## src/rtl/rca_bist_pkg.sv

```systemverilog
`default_nettype none
// ============================================================================
// Module      : rca_bist_pkg
// Description : Shared state encoding and sizing helpers for the RCA BIST.
// Revision    : 1.0 - initial release
// ============================================================================
package rca_bist_pkg;

   localparam int STATE_W = 3;

   localparam logic [STATE_W-1:0] ST_IDLE  = 3'd0;
   localparam logic [STATE_W-1:0] ST_APPLY = 3'd1;
   localparam logic [STATE_W-1:0] ST_WAIT  = 3'd2;
   localparam logic [STATE_W-1:0] ST_CHECK = 3'd3;
   localparam logic [STATE_W-1:0] ST_DONE  = 3'd4;

   // Vector index packs {Carry_in, x, y}.
   function automatic int idx_width(input int width);
      return 2 * width + 1;
   endfunction

   function automatic int clog2(input int value);
      int result;
      int v;
      result = 0;
      v      = value - 1;
      while (v > 0) begin
         result = result + 1;
         v      = v >> 1;
      end
      return result;
   endfunction

endpackage
`default_nettype wire

```

## src/rtl/rca_bist_cmp.sv

```systemverilog
`default_nettype none
// ============================================================================
// Module      : rca_bist_cmp
// Description : Golden W+1-bit add and compare against the adder under test.
// Revision    : 1.0 - initial release
// ============================================================================
module rca_bist_cmp #(
   parameter int WIDTH = 8
) (
   input  logic [WIDTH-1:0] x,
   input  logic [WIDTH-1:0] y,
   input  logic             Carry_in,
   input  logic [WIDTH-1:0] s,
   input  logic             Carry_out,
   output logic             mismatch
);

   logic [WIDTH:0] w_golden;

   assign w_golden = {1'b0, x} + {1'b0, y} + {{WIDTH{1'b0}}, Carry_in};
   assign mismatch = ({Carry_out, s} != w_golden);

endmodule
`default_nettype wire

```

## src/rtl/rca_bist_ctrl.sv

```systemverilog
`default_nettype none
// ============================================================================
// Module      : rca_bist_ctrl
// Description : Exhaustive self-test sweep of a ripple-carry adder stage.
// Revision    : 1.0 - initial release
// ============================================================================
module rca_bist_ctrl
   import rca_bist_pkg::*;
#(
   parameter int WIDTH      = 8,
   parameter int SETTLE_CYC = 1,
   parameter int ERR_W      = 18
) (
   input  logic                  clk,
   input  logic                  rst,
   input  logic                  start,
   input  logic                  abort,
   output logic [WIDTH-1:0]      x,
   output logic [WIDTH-1:0]      y,
   output logic                  Carry_in,
   input  logic [WIDTH-1:0]      s,
   input  logic                  Carry_out,
   output logic                  busy,
   output logic                  done,
   output logic                  pass,
   output logic [ERR_W-1:0]      err_cnt,
   output logic                  err_pulse,
   output logic [2*WIDTH:0]      first_err_idx
);

   localparam int IDX_W = idx_width(WIDTH);
   localparam int CNT_W = (clog2(SETTLE_CYC) < 1) ? 1 : clog2(SETTLE_CYC);

   localparam logic [CNT_W-1:0] C_SETTLE_LOAD = CNT_W'(SETTLE_CYC - 1);
   localparam logic [ERR_W-1:0] C_ERR_MAX     = '1;
   localparam logic [IDX_W-1:0] C_IDX_LAST    = '1;

   logic [STATE_W-1:0] r_state;
   logic [STATE_W-1:0] w_state_nxt;
   logic [IDX_W-1:0]   r_idx;
   logic [CNT_W-1:0]   r_settle;
   logic [ERR_W-1:0]   r_err_cnt;
   logic [IDX_W-1:0]   r_first_err;
   logic               w_mismatch;
   logic               w_start_ok;
   logic               w_check;

   assign Carry_in      = r_idx[IDX_W-1];
   assign x             = r_idx[IDX_W-2:WIDTH];
   assign y             = r_idx[WIDTH-1:0];
   assign err_cnt       = r_err_cnt;
   assign first_err_idx = r_first_err;

   assign w_start_ok = ((r_state == ST_IDLE) || (r_state == ST_DONE)) && start && !abort;
   // Abort pre-empts the compare so a half-finished vector is never scored.
   assign w_check    = (r_state == ST_CHECK) && !abort;

   rca_bist_cmp #(
      .WIDTH(WIDTH)
   ) u_cmp (
      .x        (x),
      .y        (y),
      .Carry_in (Carry_in),
      .s        (s),
      .Carry_out(Carry_out),
      .mismatch (w_mismatch)
   );

   always_ff @(posedge clk or posedge rst) begin
      if (rst) begin
         r_state <= ST_IDLE;
      end else begin
         r_state <= w_state_nxt;
      end
   end

   always_comb begin
      w_state_nxt = r_state;
      case (r_state)
         ST_IDLE, ST_DONE: if (w_start_ok) w_state_nxt = ST_APPLY;
         ST_APPLY:         w_state_nxt = abort ? ST_IDLE : ST_WAIT;
         ST_WAIT: begin
            if (abort)              w_state_nxt = ST_IDLE;
            else if (r_settle == '0) w_state_nxt = ST_CHECK;
         end
         ST_CHECK: begin
            if (abort)                    w_state_nxt = ST_IDLE;
            else if (r_idx == C_IDX_LAST) w_state_nxt = ST_DONE;
            else                          w_state_nxt = ST_APPLY;
         end
         default:          w_state_nxt = ST_IDLE;
      endcase
   end

   always_comb begin
      busy      = (r_state == ST_APPLY) || (r_state == ST_WAIT) || (r_state == ST_CHECK);
      done      = (r_state == ST_DONE);
      pass      = (r_state == ST_DONE) && (r_err_cnt == '0);
      err_pulse = w_check && w_mismatch;
   end

   always_ff @(posedge clk or posedge rst) begin
      if (rst) begin
         r_idx       <= '0;
         r_settle    <= '0;
         r_err_cnt   <= '0;
         r_first_err <= '0;
      end else if (w_start_ok) begin
         r_idx       <= '0;
         r_err_cnt   <= '0;
         r_first_err <= '0;
      end else begin
         if (r_state == ST_APPLY) begin
            r_settle <= C_SETTLE_LOAD;
         end
         if ((r_state == ST_WAIT) && (r_settle != '0)) begin
            r_settle <= r_settle - CNT_W'(1);
         end
         if (w_check) begin
            if (w_mismatch) begin
               if (r_err_cnt != C_ERR_MAX) r_err_cnt <= r_err_cnt + ERR_W'(1);
               if (r_err_cnt == '0)        r_first_err <= r_idx;
            end
            // idx parks at all-ones in DONE.
            if (r_idx != C_IDX_LAST) r_idx <= r_idx + IDX_W'(1);
         end
      end
   end

endmodule
`default_nettype wire
```

## config.mk

```make
export PLATFORM = sky130hd
export DESIGN_NAME = rca_bist_ctrl
export DESIGN_NICKNAME = d
export VERILOG_FILES = /design/src/rtl/rca_bist_pkg.sv /design/src/rtl/rca_bist_cmp.sv /design/src/rtl/rca_bist_ctrl.sv
export SDC_FILE = /design/constraint.sdc
export NUM_CORES = 1
export LEC_CHECK = 0
export BUFFER_PORTS_ARGS = -buffer_cell sky130_fd_sc_hd__buf_2
export CAP_MARGIN = 10
export CORE_UTILIZATION = 30
export CTS_CLUSTER_SIZE = 28
export DETAILED_ROUTE_END_ITERATION = 16
export HOLD_SLACK_MARGIN = 0.02
export PLACE_DENSITY = 0.56
export SLEW_MARGIN = 0
export SYNTH_ARGS = -nofsm -noshare
export SYNTH_HDL_FRONTEND = slang
export SYNTH_SLANG_ARGS = --single-unit
```

## constraint.sdc

```tcl
create_clock -name clk -period 9.7 [get_ports clk]
set_clock_uncertainty 0.05 [all_clocks]
set_input_delay 0 -clock clk [delete_from_list [all_inputs] [get_ports clk]]
set_output_delay 0 -clock clk [all_outputs]
set_load 0.005 [all_outputs]
```

==> impl_metrics.csv, run 1 <==
group,metric,value,unit
synthesis,synth_nets,385,
min_path,holdCritPathClass,"input pin to register",
timing,finalCritPeriodShare,37.3,%
setup_path,required,9.83,ns
routing,drt-pass1-iter-count,4,
routing,vias,2876,
synthesis,synth-edff-count,0,
power_and_ir_drop,leakagePower,1.96,nW
timing,finalSetupTns,0,ns
cts,ctsResizeCount,0,
grt,overflow,0,
cts,htreeDepth,2,
routing,drtIter0Drc,152,
cts,cts_tree,"yes",
routing,route.met2.wl,4070,µm
timing,min_period,3.61,ns
timing,relSlewSlack,49.0,%
floorplanning,num_rows,38,
synthesis,synth.most_common_cell,"dfrtp_1",
grt,grt_max_degree,57,
synthesis,synthCells,359,
routing,routed_wl,8670,µm
setup_path,cp.arrival,3.75,ns
cts,cts_sinks,56,
routing,routed.top_layer,"met4",
timing,tightest_slew,0.766,ns
grt,first_global_vias,2808,
timing,hold_viol_final,0,
power_and_ir_drop,power,0.604,mW
run,cap_violations,0,
routing,met3WireLength,422,µm
final_layout,drive_gt1_share,22.7,%
synthesis,synth_commonest_cells,"dfrtp_1, nand2_1, nor2_1",
routing,vias_per_cell,5.07,
placed_design,port_buffers,68,
routing,wl_met1,4120,µm
setup_path,critPathLaunchType,"register",
setup_path,path_max_fanout,15,
setup_path,worst-setup-path-type,"register to register",
routing,route.detailed.drc,0,
synthesis,yosys_register_bits,56,
timing,whs,0.0431,ns
placed_design,dp.cells,557,
final_layout,fin_area,4060,µm²
timing,fmax,277,MHz
grt,grt_first_pass_wirelength,14700,µm
synthesis,ys_types,53,
routing,ant_nets,0,
cts,worstSkewPairLatency,0.30,ns
timing,setup_viol,0,
synthesis,yosys_warnings,0,
synthesis,synth_ff_type,"dfrtp_1",
power_and_ir_drop,powerDensity,149,nW/µm²
grt,grtUsageTotal,16.1,%
placed_design,place_area,3870,µm²
synthesis,syn_area,3390,µm²
final_layout,diodes,0,
floorplanning,start_util,31.0,%
synthesis,syn_avg_cell_area,9.43,µm²
routing,wl_per_cell,15.3,µm
floorplanning,chipWidth,108,µm
timing,maxSlewViolCount,0,
synthesis,yosysSeqAreaShare,41.4,%
cts,clkSlewWorstSetupHoldPaths,0.07,ns
setup_path,endpoint_kind,"register",
floorplanning,core,10900,µm²
floorplanning,die_area,11700,µm²
cts,clock-root-buffer,"clkbuf_16",
cts,postCtsSetupBuffers,0,
placed_design,dp_hpwl,6330,µm
placed_design,gp_congestion,0.837,
grt,antenna_found_initial,0,
floorplanning,num_io_pins,69,
floorplanning,die_h,108,µm
timing,rsz0062_at_grt,"false",
final_layout,syn2layout_area_growth,19.8,%
final_layout,final_net_count,452,
cts,numCtsBuffers,5,
power_and_ir_drop,vdd_ir_drop_max,79.0,µV
outcome,status,"finished, final reports clean",
synthesis,ys_async_sr_fraction,100,%
synthesis,synth_top_area_share,41.4,%
final_layout,fin_cells,567,
synthesis,ys_top_cells_by_area,"dfrtp_1, mux2i_1, xnor2_1, nand2_1, ha_1",
synthesis,yosys.area.top_type,"dfrtp_1",
cts,clockBufferDepth,2,
-- cells in the final DEF (no fill, tap or decap), types with 4 or more instances in the layout --
cell / n
and3_1: 9
a211oi_1: 5
xor2_1: 9
ha_1: 11
nor4_1: 5
buf_2: 68
a21oi_1: 9
inv_1: 22
and4_1: 5
or3_1: 6
a21o_1: 5
nand3_1: 16
nand2_1: 38
xnor2_1: 19
a221o_1: 5
o21ai_0: 6
clkbuf_16: 5
o211ai_1: 4
nand4_1: 9
nor3_1: 5
nor2_1: 31
mux2i_1: 20
dfrtp_1: 56
-- through the flow --
| step | setup WS (ns) | utilization, % |
|---|---|---|
| 3_5_place_dp | 6.10 | 35.4 |
| 6_report | 6.09 | 37.1 |
| 5_1_grt | 5.85 | 37.1 |
| 3_3_place_gp | 6.18 | 35.4 |
| 4_1_cts | 6.09 | 37.1 |
| 2_1_floorplan | 6.60 | - |
-- state kept, by name, indices dropped and copies added, names as in the netlist --
register	count
err_cnt	18
first_err_idx	17
r_idx	17
r_state	3
r_settle	1
-- what timing repair did --
item                                    CTS  global route
endpoints found under the hold margin    57             0
endpoints found under the setup margin    0             0
hold buffers                              2             0
-- critical path, stage by stage, from the launching register on --
cell and delay [ns]:
dfrtp_1 0.45, inv_1 0.09, fa_1 0.43, inv_1 0.10, fa_1 0.23, a21oi_1 0.11
o211a_1 0.23, or3_1 0.33, a221o_1 0.40, o21ai_4 0.36, inv_2 0.23, and3_2 0.25
a221o_1 0.26
-- logic make-up after synthesis --
logic type               Yosys count  synth area share [%]
AO/OA/AOI/OAI                     56                  12.6
XOR/XNOR                          28                  7.24
adder cells (fa/ha/maj)           13                  5.25
buffers and inverters             37                  4.66
flip-flops                        56                  41.4
multiplexers                      21                  6.25
AND/OR/NAND/NOR                  148                  22.6
-- report_power, final --
part / switching, mW / internal [mW] / total [mW]
Combinational: 0.0750 / 0.0500 / 0.125
Clock: 0.0864 / 0.122 / 0.208
Sequential: 0.0244 / 0.246 / 0.271
-- per-layer routing --
layer  vias to the layer above  global-route usage [%]
met1                      1383                    21.9
li1                       1414                       -
met3                         6                    2.77
met5                         -                       0
met2                        73                    26.5
met4                         0                    4.11
-- path summary, 6_finish.rpt --
check / start / endpoint / slack, ns / depth (start not counted)
min in group asynchronous: rst / err_cnt[16] / 0.41 / 4
max in group asynchronous: rst / r_state[0] / 8.71 / 4
min reg2reg: r_settle / r_settle / 0.44 / 1
max reg2reg: r_idx[0] / err_cnt[12] / 6.09 / 12
max: r_idx[0] / err_cnt[12] / 6.09 / 12
min: start / r_state[2] / 0.04 / 3
-- final cells by class --
cell class	instances	area (µm²)
sequential	56	1400
clock buffer	5	125
inverter	24	90.1
fill	1150	6880
timing repair buffer	73	383
clock inverter	3	42.5
multi-input combinational	266	1840
tap	140	175
Power figures use the tool's default switching activity.
==> inputs of run 2 (changes only) <==
- PLACE_DENSITY: 0.56 -> 0.58
- clock period: 9.7 -> 2.9 ns (I/O delays scaled with it)
==> run 2 against run 1 <==
- flip-flop and latch count unchanged
- worst hold slack improved by 0.0077 ns
- register-to-register slack got worse by 6.2 ns
- the flow now finishes with violations (setup timing)
- combinational power increased to 4.0 times the previous value
- critical endpoint unchanged
- cell count increased by 6.7%
- first-iteration DRC count decreased by 30%
==> impl_metrics.csv, run 2 (synthesis results as in run 1) <==
group,metric,value,unit
setup_path,endpoint_kind,"register",
cts,cts_sinks,56,
placed_design,dp.cells,589,
cts,worstSkewPairLatency,0.29,ns
cts,cts_tree,"yes",
setup_path,worst-setup-path-type,"register to register",
setup_path,critPathLaunchType,"register",
routing,ant_nets,0,
grt,first_global_vias,2937,
setup_path,required,3.03,ns
cts,clockBufferDepth,2,
routing,vias_per_cell,5.05,
routing,route.detailed.drc,0,
placed_design,gp_congestion,0.799,
grt,antenna_found_initial,0,
floorplanning,chipWidth,108,µm
floorplanning,num_io_pins,69,
timing,fmax,331,MHz
timing,fin_ws,-0.125,ns
final_layout,syn2layout_area_growth,28.9,%
floorplanning,start_util,31.0,%
grt,grtUsageTotal,16.5,%
final_layout,regArea,1400,µm²
grt,overflow,0,
power_and_ir_drop,leakagePower,2.14,nW
final_layout,drive_gt1_share,31.2,%
timing,maxSlewViolCount,0,
final_layout,fillers,1118,
timing,rsz0062_at_grt,"true",
timing,whs,0.0508,ns
timing,hold_viol_final,0,
power_and_ir_drop,vdd_ir_drop_max,243,µV
setup_path,cp-startpoint,"r_idx[16]",
final_layout,multi_input_area,1880,µm²
timing,tightest_slew,0.808,ns
final_layout,final_cell_mix,"buf_2, dfrtp_1, nand2_1",
run,cap_violations,0,
min_path,worstHoldStart,"start",
final_layout,final_net_count,491,
final_layout,largest_reg_flops,18,
timing,finalCritPeriodShare,104,%
final_layout,diodes,0,
placed_design,port_buffers,68,
cts,numCtsBuffers,5,
setup_path,r2r-start,"r_idx[16]",
final_layout,fin_cells,605,
min_path,holdCritPathClass,"input pin to register",
setup_path,cp.arrival,3.16,ns
routing,vias,3057,
outcome,failed_checks,"setup timing",
outcome,status,"finished with violations",
floorplanning,core,10900,µm²
routing,drtIter0Drc,107,
grt,grt_max_degree,32,
routing,drt-pass1-iter-count,4,
floorplanning,num_rows,38,
placed_design,dp_hpwl,7090,µm
timing,setup_viol,18,
routing,wl_per_cell,15.4,µm
cts,clock-root-buffer,"clkbuf_16",
timing,relSlewSlack,45.8,%
power_and_ir_drop,powerDensity,457,nW/µm²
routing,routed_wl,9300,µm
setup_path,path_max_fanout,10,
timing,min_period,3.03,ns
cts,clkSlewWorstSetupHoldPaths,0.08,ns
final_layout,layout_commonest_cell,"buf_2",
grt,grt_first_pass_wirelength,14900,µm
floorplanning,die_h,108,µm
power_and_ir_drop,power,1.99,mW
floorplanning,die_area,11700,µm²
cts,htreeDepth,2,
[run 2: cell types whose count changed in the layout (fill, tap and decap cells not counted), moves of 2 or more]
cell	before	now
fa_2	0	2
a21oi_2	0	3
buf_6	0	3
a21oi_1	9	7
fa_1	2	0
buf_4	3	37
inv_1	22	18
inv_2	2	5
[run 2: report_power, final]
group	internal [mW]	switching [mW]	total, mW
registers	0.824	0.0723	0.897
logic	0.228	0.277	0.505
clock network	0.320	0.271	0.590
[run 2: critical path: stages, from the launching register on]
cell and delay, ns:
dfrtp_1 0.37, inv_2 0.06, fa_2 0.39, inv_2 0.07
fa_2 0.23, a21oi_2 0.07, o211a_1 0.22, or3_1 0.33
a221o_1 0.36, o21ai_4 0.22, inv_4 0.10, and3_2 0.20
a221o_1 0.25
[run 2: routing by layer]
layer  wire [µm]  global-route usage (%)  up-vias
met1        4490                    23.2     1473
met4         114                    3.82        0
met2        4300                    26.4       84
met5           0                       0        -
met3         398                    2.77        8
li1            -                       -     1492
[run 2: layout make-up]
| class | count | area share [%] |
|---|---|---|
| Clock buffer | 6 | 2.95 |
| Clock inverter | 1 | 0.201 |
| Inverter | 24 | 2.12 |
| Multi-Input combinational cell | 267 | 43.1 |
| Sequential cell | 56 | 32.1 |
| Tap cell | 140 | 4.01 |
| Timing Repair Buffer | 111 | 15.5 |
[run 2: final timing paths]
check | slack [ns] | end | cells after the start
max in group asynchronous | 1.69 | err_cnt[3] | 4
min in group asynchronous | 0.28 | r_idx[6] | 3
hold reg to reg | 0.44 | r_settle | 1
hold / removal | 0.05 | r_state[2] | 3
setup reg to reg | -0.13 | err_cnt[12] | 12
setup / recovery | -0.13 | err_cnt[12] | 12
[run 2: through the flow]
stage | setup slack [ns] | setup TNS [ns] | cell area (µm²) | utilization [%]
CTS | -0.119 | -1.10 | 4330 | 39.6
global route | -0.240 | -3.35 | 4360 | 39.9
detailed placement | -0.102 | -1.05 | 4120 | 37.7
floorplan | -0.0675 | -0.228 | 3400 | -
finish | -0.125 | -1.16 | 4360 | 39.9
global placement | -0.0593 | -0.496 | 4120 | 37.7
[run 2: what timing repair did]
item                                    in CTS  in global routing
resized for setup                            4                  6
cloned                                       2                  0
endpoints found under the setup margin      18                 21
hold buffers                                 2                  0
hold endpoints to repair                    26                  0
pin swaps                                    4                  2
buffers inserted                             3                  2
==> inputs of run 3 (changes only) <==
- ABC_AREA: unset -> 1
- PLACE_DENSITY: 0.58 -> 0.57
==> run 3 against run 2 <==
- the flow now finishes without violations
- fmax up 12%
- combinational power up 1%
- sequential power down 4.3%
- wire length up 16%
- design area up 6.1%
- flip-flop and latch count unchanged
- utilization down 1.7 points
- synthesized area up 11%
- first-iteration DRC count up 64%
- sequential share of layout area down 1.8 points
- clock-buffer cell count unchanged
==> impl_metrics.csv, run 3 <==
group,metric,value,unit
synthesis,yosys_warnings,0,
cts,cts_tree,"yes",
synthesis,synth_ff_type,"dfrtp_1",
timing,maxSlewViolCount,0,
power_and_ir_drop,switchingPower,0.657,mW
floorplanning,num_io_pins,69,
placed_design,gp_congestion,0.862,
final_layout,diodes,0,
power_and_ir_drop,power_frac_comb,24.8,%
timing,hold_viol_final,0,
cts,cts_sinks,56,
power_and_ir_drop,power_frac_seq,41.7,%
placed_design,dp_hpwl,7950,µm
timing,finalCritPeriodShare,93.3,%
setup_path,r2r-start,"r_idx[0]",
synthesis,yosysSeqAreaShare,37.3,%
power_and_ir_drop,vdd_ir_drop_max,268,µV
cts,clkSlewWorstSetupHoldPaths,0.07,ns
final_layout,fin_area,4630,µm²
cts,worstSkewPairLatency,0.29,ns
routing,routed_wl,10800,µm
final_layout,final_cell_mix,"nand2_1, buf_2, inv_1",
synthesis,synthCells,514,
routing,route.detailed.drc,0,
cts,htreeDepth,2,
grt,antenna_found_initial,0,
synthesis,ys_top_cells_by_area,"dfrtp_1, nand2_1, nand3_1, nand4_1, inv_1",
synthesis,yosys_register_bits,56,
grt,grt_first_pass_wirelength,17600,µm
setup_path,rr_worst_depth,17,
power_and_ir_drop,clockPowerShare,33.5,%
setup_path,cpPeakStageDelay,0.42,ns
floorplanning,die_area,13000,µm²
run,cap_violations,0,
timing,whs,0.155,ns
min_path,holdCritPathClass,"input pin to register",
placed_design,port_buffers,68,
floorplanning,die_h,114,µm
setup_path,endpoint_kind,"output port",
setup_path,path_buf_inv,5,
min_path,holdPathStages,4,
setup_path,critPathSlowestCell,"fa_1",
setup_path,cp.arrival,2.66,ns
timing,min_period,2.71,ns
final_layout,layout_commonest_cell,"nand2_1",
routing,drtIter0Drc,175,
setup_path,critPathLaunchType,"register",
power_and_ir_drop,powerDensity,445,nW/µm²
synthesis,yosys.area.top_type,"dfrtp_1",
final_layout,largest_reg_flops,18,
synthesis,synth.most_common_cell,"nand2_1",
floorplanning,start_util,31.0,%
synthesis,syn_area,3760,µm²
power_and_ir_drop,p_int,1.40,mW
placed_design,place_area,4330,µm²
synthesis,ys_async_sr_fraction,100,%
grt,overflow,0,
synthesis,synth-edff-count,0,
routing,vias,3662,
grt,first_global_vias,3532,
setup_path,cp_top_family,"adder cells",
setup_path,worst-setup-path-type,"register to output port",
power_and_ir_drop,leakagePower,2.52,nW
routing,vias_per_cell,4.81,
timing,finalSetupTns,0,ns
timing,relSlewSlack,53.0,%
timing,fmax,369,MHz
setup_path,r2r-end,"err_cnt[9]",
timing,tightest_slew,0.704,ns
min_path,whs_endpoint,"first_err_idx[2]",
floorplanning,chipWidth,114,µm
min_path,worstHoldStart,"start",
timing,rsz0062_at_grt,"false",
synthesis,synth_nets,540,
floorplanning,core,12100,µm²
setup_path,r2r_slack,0.23,ns
synthesis,ys_types,36,
floorplanning,num_rows,40,
setup_path,required,2.85,ns
final_layout,syn2layout_area_growth,23.1,%
grt,grtUsageTotal,17.0,%
setup_path,path_max_fanout,6,
synthesis,synth_commonest_cells,"nand2_1, inv_1, nand3_1",
timing,setup_viol,0,
routing,drt-pass1-iter-count,4,
synthesis,synth_top_area_share,37.3,%
cts,numCtsBuffers,5,
power_and_ir_drop,swShare,31.9,%
cts,clock-root-buffer,"clkbuf_16",
grt,grt_max_degree,42,
routing,wl_per_cell,14.1,µm
synthesis,syn_avg_cell_area,7.31,µm²
final_layout,drive_gt1_share,20.7,%
final_layout,post-route-util,38.2,%
cts,clockBufferDepth,2,
setup_path,worstPathCellList,"inv_2 > fa_2 > inv_2 > fa_1 > xnor2_1 > nand2_1 > nor2_1 > nand3_1 > nor2_4 > nand3_4 > buf_12 > nand2_1 > inv_1 > buf_2",
outcome,status,"finished, final reports clean",
routing,ant_nets,0,
final_layout,final_net_count,619,
==> run 3: logic make-up after synthesis <==
group,Yosys count,synth area share [%]
and+or+nand+nor,297,38.8
buffers and inverters,95,9.86
DFF,56,37.3
AOI/OAI and AO/OA,35,5.13
xor gates and xnor gates,18,4.20
adders and majority gates,13,4.73
==> run 3: repair_timing <==
action	in CTS	in global routing
gates cloned	0	1
hold buffers	2	0
hold endpoints to repair	32	0
pin swaps	1	4
setup buffers	2	4
gates resized for setup	2	9
endpoints found under the setup margin	1	36
==> run 3: final cells by class <==
class / count / area, µm²
Sequential cell: 56 / 1400
Multi-Input combinational cell: 363 / 2020
Clock inverter: 2 / 35.0
Inverter: 76 / 285
Timing Repair Buffer: 91 / 548
Fill cell: 1319 / 7480
Tap cell: 168 / 210
Clock buffer: 6 / 129
==> run 3: per-layer routing <==
layer,track usage [%],wire length [µm],vias to the layer above
met5,0,0,-
met3,2.44,376,11
li1,-,-,1866
met4,3.46,111,0
met1,22.2,5010,1711
met2,30.0,5260,74
==> run 3: worst max-delay path by stage <==
stage                     startpoint           endpoint  slack (ns)  depth (start not counted)
after floorplan             r_idx[0]  first_err_idx[15]        0.23                         14
after global placement      r_idx[0]  first_err_idx[12]        0.20                         13
after detailed placement    r_idx[0]   first_err_idx[7]        0.07                         13
after CTS                   r_idx[0]          err_pulse        0.02                         14
after global routing        r_idx[0]          err_pulse       0.002                         14
final                       r_idx[0]          err_pulse        0.19                         14
==> run 3: worst reg2reg max path: cells and delay by family (launching register included) <==
family,cells,cell delay [ns]
flops,1,0.40
simple gates,11,1.16
buf+inv,4,0.33
fa+ha+maj,2,0.61
==> run 3: stage by stage <==
step           total power, mW  cells  setup WS, ns
2_1_floorplan             1.20    514         0.229
3_3_place_gp              1.37    745         0.201
3_5_place_dp              1.38    745        0.0704
4_1_cts                   2.07    757        0.0198
5_1_grt                   2.17    762       0.00217
6_report                  2.06    762         0.193
==> run 3: power groups by stage <==
| stage | sequential, mW | combinational, mW | clock (mW) |
|---|---|---|---|
| floorplan | 0.875 | 0.324 | 0 |
| global placement | 0.871 | 0.499 | 0 |
| detailed placement | 0.872 | 0.508 | 0 |
| CTS | 0.857 | 0.511 | 0.705 |
| global route | 0.862 | 0.571 | 0.738 |
| finish | 0.858 | 0.511 | 0.690 |
